$ cat config.mk
export PLATFORM = sky130hd
export DESIGN_NAME = towerplacer_datapath
export DESIGN_NICKNAME = d
export VERILOG_FILES = /design/src/rtl/towerplacer_datapath.sv
export SDC_FILE = /design/constraint.sdc
export NUM_CORES = 1
export LEC_CHECK = 0
export BUFFER_PORTS_ARGS = -buffer_cell sky130_fd_sc_hd__buf_4
export CAP_MARGIN = 15
export CORE_UTILIZATION = 40
export CTS_CLUSTER_DIAMETER = 80
export DETAILED_ROUTE_END_ITERATION = 8
export GPL_TIMING_DRIVEN = 0
export SETUP_SLACK_MARGIN = 0.15
export SYNTH_ARGS = -nofsm -noshare
export SYNTH_HDL_FRONTEND = slang
export SYNTH_SLANG_ARGS = --single-unit
$ cat constraint.sdc
create_clock -name clk -period 5.8 [get_ports clk]
set_input_delay 0.87 -clock clk [delete_from_list [all_inputs] [get_ports clk]]
set_output_delay 0.87 -clock clk [all_outputs]
set_load 0.02 [all_outputs]
$ cat src/rtl/towerplacer_datapath.sv
// Tower-placer datapath: cursor cell, occupancy bitmap and the pixel scan engine
// that draws/erases the cursor outline and fills tower sprites.
module towerplacer_datapath #(
  parameter int          CELL_LOG2     = 4,
  parameter int          GRID_COLS     = 10,
  parameter int          GRID_ROWS     = 7,
  parameter int          START_COL     = 0,
  parameter int          START_ROW     = 0,
  parameter logic [2:0]  SQUARE_COLOUR = 3'b110,
  parameter logic [2:0]  BG_COLOUR     = 3'b000,
  parameter logic [2:0]  TOWER_COLOUR  = 3'b011
) (
  input  logic       clk,
  input  logic       resetn,
  input  logic       top_left,
  input  logic       draw_square,
  input  logic       erase_square_down,
  input  logic       erase_square_right,
  input  logic       erase_square_tower,
  input  logic       move_down,
  input  logic       move_right,
  input  logic       move_down_wait,
  input  logic       move_right_wait,
  input  logic       draw_tower,
  input  logic       path_blocked,
  output logic [3:0] cell_col,
  output logic [3:0] cell_row,
  output logic       valid,
  output logic       square_done,
  output logic       erase_square_done,
  output logic       tower_done,
  output logic [7:0] x,
  output logic [6:0] y,
  output logic [2:0] colour,
  output logic       plot,
  output logic       tower_placed
);

  localparam int KW    = 2 * CELL_LOG2;
  localparam int CELLS = GRID_COLS * GRID_ROWS;
  localparam int IW    = $clog2(CELLS);
  localparam logic [CELL_LOG2-1:0] EDGE = '1;

  logic [KW-1:0]        k;
  logic                 step;
  logic [CELLS-1:0]     bitmap;
  logic [IW-1:0]        idx;
  logic [CELL_LOG2-1:0] ox, oy;
  logic [7:0]           base_x;
  logic [6:0]           base_y;
  logic [3:0]           next_row, next_col;
  logic                 border, last, erase_any, scan_any, cell_ok;
  logic                 move_dn_act, move_rt_act;

  assign erase_any = erase_square_down | erase_square_right | erase_square_tower;
  assign scan_any  = draw_tower | erase_any | draw_square;

  assign ox     = k[CELL_LOG2-1:0];
  assign oy     = k[KW-1:CELL_LOG2];
  assign border = (ox == '0) || (ox == EDGE) || (oy == '0) || (oy == EDGE);
  assign last   = &k;

  assign base_x = 8'({cell_col, {CELL_LOG2{1'b0}}});
  assign base_y = 7'({cell_row, {CELL_LOG2{1'b0}}});

  assign idx     = IW'(cell_row) * IW'(GRID_COLS) + IW'(cell_col);
  assign cell_ok = !path_blocked && !bitmap[idx];

  assign next_row = (cell_row == 4'(GRID_ROWS - 1)) ? 4'd0 : cell_row + 4'd1;
  assign next_col = (cell_col == 4'(GRID_COLS - 1)) ? 4'd0 : cell_col + 4'd1;

  assign move_dn_act = move_down && !top_left && !scan_any;
  assign move_rt_act = move_right && !move_down && !top_left && !scan_any;
  assign valid       = (move_dn_act || move_rt_act) && step && cell_ok;

  always_ff @(posedge clk or negedge resetn) begin
    if (!resetn) begin
      cell_col          <= 4'(START_COL);
      cell_row          <= 4'(START_ROW);
      bitmap            <= '0;
      k                 <= '0;
      step              <= 1'b0;
      x                 <= '0;
      y                 <= '0;
      colour            <= '0;
      plot              <= 1'b0;
      square_done       <= 1'b0;
      erase_square_done <= 1'b0;
      tower_done        <= 1'b0;
      tower_placed      <= 1'b0;
    end else begin
      plot              <= 1'b0;
      square_done       <= 1'b0;
      erase_square_done <= 1'b0;
      tower_done        <= 1'b0;
      tower_placed      <= 1'b0;
      if (top_left) begin
        cell_col <= 4'(START_COL);
        cell_row <= 4'(START_ROW);
        k        <= '0;
        step     <= 1'b0;
      end else if (scan_any) begin
        // k wraps to 0 after the last pixel, so a held command rescans
        k    <= k + KW'(1);
        step <= 1'b0;
        x    <= base_x + 8'(ox);
        y    <= base_y + 7'(oy);
        if (draw_tower) begin
          plot   <= !border;
          colour <= TOWER_COLOUR;
          if (last) begin
            tower_done   <= 1'b1;
            tower_placed <= 1'b1;
            bitmap[idx]  <= 1'b1;
          end
        end else if (erase_any) begin
          plot              <= border;
          colour            <= BG_COLOUR;
          erase_square_done <= last;
        end else begin
          plot        <= border;
          colour      <= SQUARE_COLOUR;
          square_done <= last;
        end
      end else if (move_down || move_right) begin
        k    <= '0;
        step <= 1'b1;
        if (!step || !cell_ok) begin
          if (move_down) cell_row <= next_row;
          else           cell_col <= next_col;
        end
      end else if (move_down_wait || move_right_wait) begin
        k    <= '0;
        step <= 1'b0;
      end else begin
        k    <= '0;
        step <= 1'b0;
      end
    end
  end

endmodule

==> results of run 1 <==
cells by family (layout without fill, tap and decap cells):
kind of cell | after synthesis | in the layout | synth area share
buffers and inverters | 35 | 94 | 0.03309
muxes | 29 | 29 | 0.06405
and+or+nand+nor | 123 | 123 | 0.1146
adders and majority gates | 14 | 14 | 0.03592
DFF | 109 | 109 | 0.5152
AOI/OAI and AO/OA | 150 | 150 | 0.2132
xor gates and xnor gates | 12 | 12 | 0.02387
Yosys cell counts (12+ instances only):
| library cell | number | area (sq um) |
|---|---|---|
| dfrtp_1 | 109 | 2728 |
| o21bai_1 | 56 | 420.4 |
| nor2_1 | 34 | 127.6 |
| nand2_1 | 28 | 105.1 |
| a21o_1 | 16 | 120.1 |
| o21ai_0 | 15 | 75.07 |
| a21oi_1 | 14 | 70.07 |
| inv_1 | 14 | 52.55 |
| nand3_1 | 14 | 70.07 |
| ha_1 | 12 | 150.1 |
| nor3_1 | 12 | 60.06 |
worst register-to-register path, stage by stage (launching register included):
cell and delay, ns:
dfrtp_1 0.50, ha_1 0.28, fa_1 0.66, buf_4 0.27, mux2_4 0.32, a221oi_1 0.33, o221ai_1 0.21, nand4_1 0.20
nand4_2 0.20, or2_1 0.30, buf_6 0.13, a32o_1 0.21
state kept, by name (all words and copies together) (netlist names):
signal             flops
tower_placed           1
cell_row               4
colour                 3
plot                   1
erase_square_done      1
y                      7
square_done            1
k                      8
bitmap                70
cell_col               4
step                   1
x                      8
power groups by stage:
stage,clock network (uW),logic (uW),registers (uW)
after floorplan,0,227,826
after global placement,0,379,811
after detailed placement,0,382,812
after CTS,673,384,797
after global routing,703,417,800
final,652,381,798
final timing paths:
check / start / slack (ns) / end
setup reg to reg: cell_row[0] / 2.09 / cell_col[3]
min in group asynchronous: resetn / 0.54 / y[2]
hold / removal: bitmap[57] / 0.46 / bitmap[57]
setup / recovery: cell_row[0] / 0.90 / valid
hold reg to reg: bitmap[57] / 0.46 / bitmap[57]
max in group asynchronous: resetn / 4.53 / bitmap[53]
layout by cell type (no fill, tap or decap), types with 12 or more instances in the layout:
cell type and count:
nor2_1 34, a21oi_1 14, nand2_1 28, nor3_1 12, dfrtp_1 109, a21o_1 16, ha_1 12, o21ai_0 15
o21bai_1 56, inv_1 14, nand3_1 14, buf_4 47
per-layer routing:
metal,track usage,vias to the layer above,part of all wire
met5,0,-,0
met4,0.07257,0,0.017
met3,0.04428,18,0.051
met2,0.3329,116,0.47
met1,0.2733,1974,0.46
li1,-,1830,-
metrics by stage:
step | hold WS, ns | power [uW] | setup WS [ns] | cells
6_report | 0.4564 | 1830 | 0.8961 | 703
2_1_floorplan | 0.4203 | 1053 | 1.721 | 472
5_1_grt | 0.4740 | 1919 | 0.7608 | 703
4_1_cts | 0.4569 | 1854 | 0.9320 | 703
3_5_place_dp | 0.4427 | 1194 | 1.369 | 687
3_3_place_gp | 0.4356 | 1190 | 1.388 | 686
cell type report:
type / instances / area, sq um
fill: 1152 / 6605
clock buffer: 10 / 229.0
timing repair buffer: 43 / 342.8
sequential: 109 / 2728
inverter: 16 / 60.06
buffer: 19 / 115.1
clock inverter: 6 / 87.58
multi-input combinational: 328 / 2391
tap: 172 / 215.2
==> qor.yml, run 1 <==
skew_ns: 0.01160
critPathCaptureType: "output port"
hpwl_um: 8930
grt.overflow.total: 0
cp.arrival_ns: 4.03
min_path_cells: 1
synth_fp_nets: 499
yosysSeqAreaShare: 0.5152
cp_top_family: "adder cells"
seq_power_share: 0.436
placed_area_sq_um: 5852
yosys_warnings: 0
hold_viol: 0
ios: 45
r2r_cells: 11
path_class: "reg2out"
ant_nets: 0
slowest_delay_ns: 0.66
nNetsFinal: 553
worstMarginPinSlew_ns: 0.6787
worst-path-buf-inv: 3
setup_tns_ns: 0
diodes: 0
final_area_sq_um: 6168
status: "finished, final reports clean"
rows: 41
grt_pass1_wl_um: 20710
grt_pass1_vias: 3875
drc: 0
drt-initial-drc-count: 224
vdd_ir_drop_max_uv: 229.3
slew_headroom: 0.5445
grt_max_degree: 62
cts_setup_buffers: 0
via_count: 3938
drive_gt1_frac: 0.1940
portBuffers: 42
clk_pin_slew_ns: 0.07
hold_path.class: "reg2reg"
slowest_stage: "fa_1"
synth_area_sq_um: 5294
period_minus_slack_ns: 4.904
required_ns: 4.93
switching_share: 0.2960
cap_violations: 0
cts-root-buf: "clkbuf_16"
antenna_found_initial: 0
path_cells: "ha_1, fa_1, buf_4, mux2_4, a221oi_1, o221ai_1, nand4_1, nand4_2, or2_1, buf_6, nor2_1, buf_4"
area.growth.synth_to_final_pct: 16.52
drt_wl_total_um: 12820
synth-edff-count: 0
p_leak_uw: 0.002982
cts_resized: 0
postCtsHoldBufs: 0
place_congestion: 0.8480
p_clk_frac: 0.356
setup_viol: 0
clockBufferDepth: 2
post_drt_wl_per_cell_um: 18.23
htreeDepth: 3
final_core_util: 0.4829
die_width_um: 117.0
initial_core_util: 0.4144
synth.distinct_cells: 74
cpMostUsedCell: "buf_4"
async_reset_ff_frac: 1.000
coreArea_sq_um: 12770
cts_buffers: 9
pwr-share-comb: 0.208
maxSlewViolCount: 0
worstSkewPairLatency_ns: 0.36
crit_path_start_kind: "register"
ys_ff_latch: 109
avgViaCountPerCell: 5.602
synth_cells: 472
clock-sinks: 109
synth_ff_type: "dfrtp_1"
cp.depth: 12
die_area_sq_um: 13700
final.period_utilization: 0.8455
dr.pass1.iters: 5
power_switching_uw: 541.8
rsz0062_at_grt: "false"
intPower_uw: 1288
clock.fmax_mhz: 203.9
syn_area_per_cell_sq_um: 11.22
die_h_um: 117.0
track_usage: 0.2056
p_per_area_nw_per_um2: 296.7
cts_tree: "done"
path_max_fanout: 10
Power figures use the tool's default switching activity.
==> run 2, diff against run 1 <==
clock period = 4.4 ns   (was 5.8 ns; I/O delays follow)
==> run 2 against run 1 <==
Utilization up 1.2 points. Clock skew about the same. Flip-flop and latch count unchanged. Sequential share of layout area down 1.0 points. Clock power up 32%. Wire length up 2.1%. Global-route usage up 0.26 points. Power up 35%. Count of clock-buffer cells in the layout unchanged. Non-clock buffer count up 8. Final cell count up 1.1%. Critical path type unchanged. Largest cell class unchanged.
==> qor.yml, run 2 (synthesis results as in run 1) <==
ant_nets: 0
maxSlewViolCount: 0
status: "finished, final reports clean"
largest_reg_flops: 70
r2r_cells: 12
cts-root-buf: "clkbuf_16"
vdd_ir_drop_max_uv: 301.1
drt_wl_total_um: 13090
layout_common_cells: "105 x dfrtp_1, 56 x o21bai_1, 54 x buf_4"
postCtsHoldBufs: 0
slew_headroom: 0.5497
cp_top_family: "adder cells"
fill_cells: 1137
grt_max_degree: 62
diodes: 0
rsz0062_at_grt: "false"
critPathCaptureType: "output port"
place_congestion: 0.8480
cap_violations: 0
skew_ns: 0.01150
grt.overflow.total: 0
slowest_stage: "fa_2"
clk_pin_slew_ns: 0.07
area.growth.synth_to_final_pct: 19.48
period_minus_slack_ns: 4.116
final_common_cell: "dfrtp_1"
drc: 0
path_class: "reg2out"
ios: 45
die_width_um: 117.0
clock.fmax_mhz: 242.9
worstSkewPairLatency_ns: 0.36
setup_tns_ns: 0
cpMostUsedCell: "ha_1"
initial_core_util: 0.4144
final.period_utilization: 0.9355
setup_viol: 0
via_count: 3945
p_per_area_nw_per_um2: 389.5
holdWs_ns: 0.3252
cp.arrival_ns: 3.46
hpwl_um: 8930
rows: 41
dr.pass1.iters: 4
rr_startpoint: "cell_row[3]"
path_cells: "ha_1, ha_1, inv_1, fa_2, or3_1, o2111ai_1, a221o_2, nand4_4, or2_1, buf_6, nor2_1, buf_4"
path_max_fanout: 7
clock-sinks: 109
drive_gt1_frac: 0.2356
cts_tree: "done"
drt-initial-drc-count: 265
grt_pass1_wl_um: 20910
track_usage: 0.2082
portBuffers: 42
post_drt_wl_per_cell_um: 18.41
antenna_found_initial: 0
top_regs: "bitmap (70), k (8), x (8)"
regMostFlops: "bitmap"
cts_buffers: 9
coreArea_sq_um: 12770
die_h_um: 117.0
worst-path-buf-inv: 3
rr_endpoint: "cell_row[0]"
die_area_sq_um: 13700
avgViaCountPerCell: 5.549
crit_path_start_kind: "register"
grt_pass1_vias: 3917
slowest_delay_ns: 0.48
hold_path.class: "in2async"
htreeDepth: 3
clockBufferDepth: 2
p_leak_uw: 0.003027
hold_viol: 0
nNetsFinal: 561
worstMarginPinSlew_ns: 0.6709
final_core_util: 0.4952
required_ns: 3.74
r2r_slack_ns: 1.19
==> run 2: cell count changes in the layout (fill, tap and decap cells not counted), moves of 2 or more <==
cell	delta
a221oi_1	-2
a211oi_1	-2
buf_4	+7
fa_1	-2
a211oi_2	+2
fa_2	+2
dfrtp_2	+4
dfrtp_1	-4
==> run 2: repair_timing <==
action	CTS	global route
endpoints found under the setup margin	1	1
gates resized for setup	11	10
setup buffers	6	2
pin swaps	6	4
==> run 2: layout make-up <==
type / instances / area, sq um / share of cell area
Clock buffer: 10 / 229.0 / 0.03620
Multi-Input combinational cell: 328 / 2475 / 0.3913
Tap cell: 172 / 215.2 / 0.03403
Sequential cell: 109 / 2733 / 0.4320
Clock inverter: 6 / 87.58 / 0.01385
Inverter: 16 / 60.06 / 0.009496
Timing Repair Buffer: 51 / 402.9 / 0.06370
Buffer: 19 / 122.6 / 0.01939
==> run 2: how the worst max path moves through the flow <==
stage                      startpoint  endpoint  cells after the start
after CTS                 cell_row[3]     valid                     12
after global routing      cell_row[3]     valid                     12
after floorplan           cell_row[1]     valid                     11
after detailed placement  cell_row[0]     valid                     12
final                     cell_row[3]     valid                     12
after global placement    cell_row[0]     valid                     12
==> run 2: report_power, final <==
group / switching, uW / internal [uW]
Sequential: 19.6 / 1020
Clock: 363 / 499
Combinational: 353 / 204
==> run 2: through the flow <==
stage	instance area, sq um	total power (uW)	instances	setup slack (ns)
CTS	6251	2464	709	0.1595
global route	6325	2581	711	0.1661
floorplan	5294	1388	472	0.5308
finish	6325	2464	711	0.2836
global placement	5824	1569	686	0.1978
detailed placement	5852	1574	687	0.1792
==> run 2: per-layer routing <==
layer  global-route usage  vias up  share of wire
met4              0.07173        0          0.016
met5                    0        -              0
met1               0.2737     1962           0.45
met2               0.3400      125           0.47
met3              0.04686       16          0.060
li1                     -     1842              -
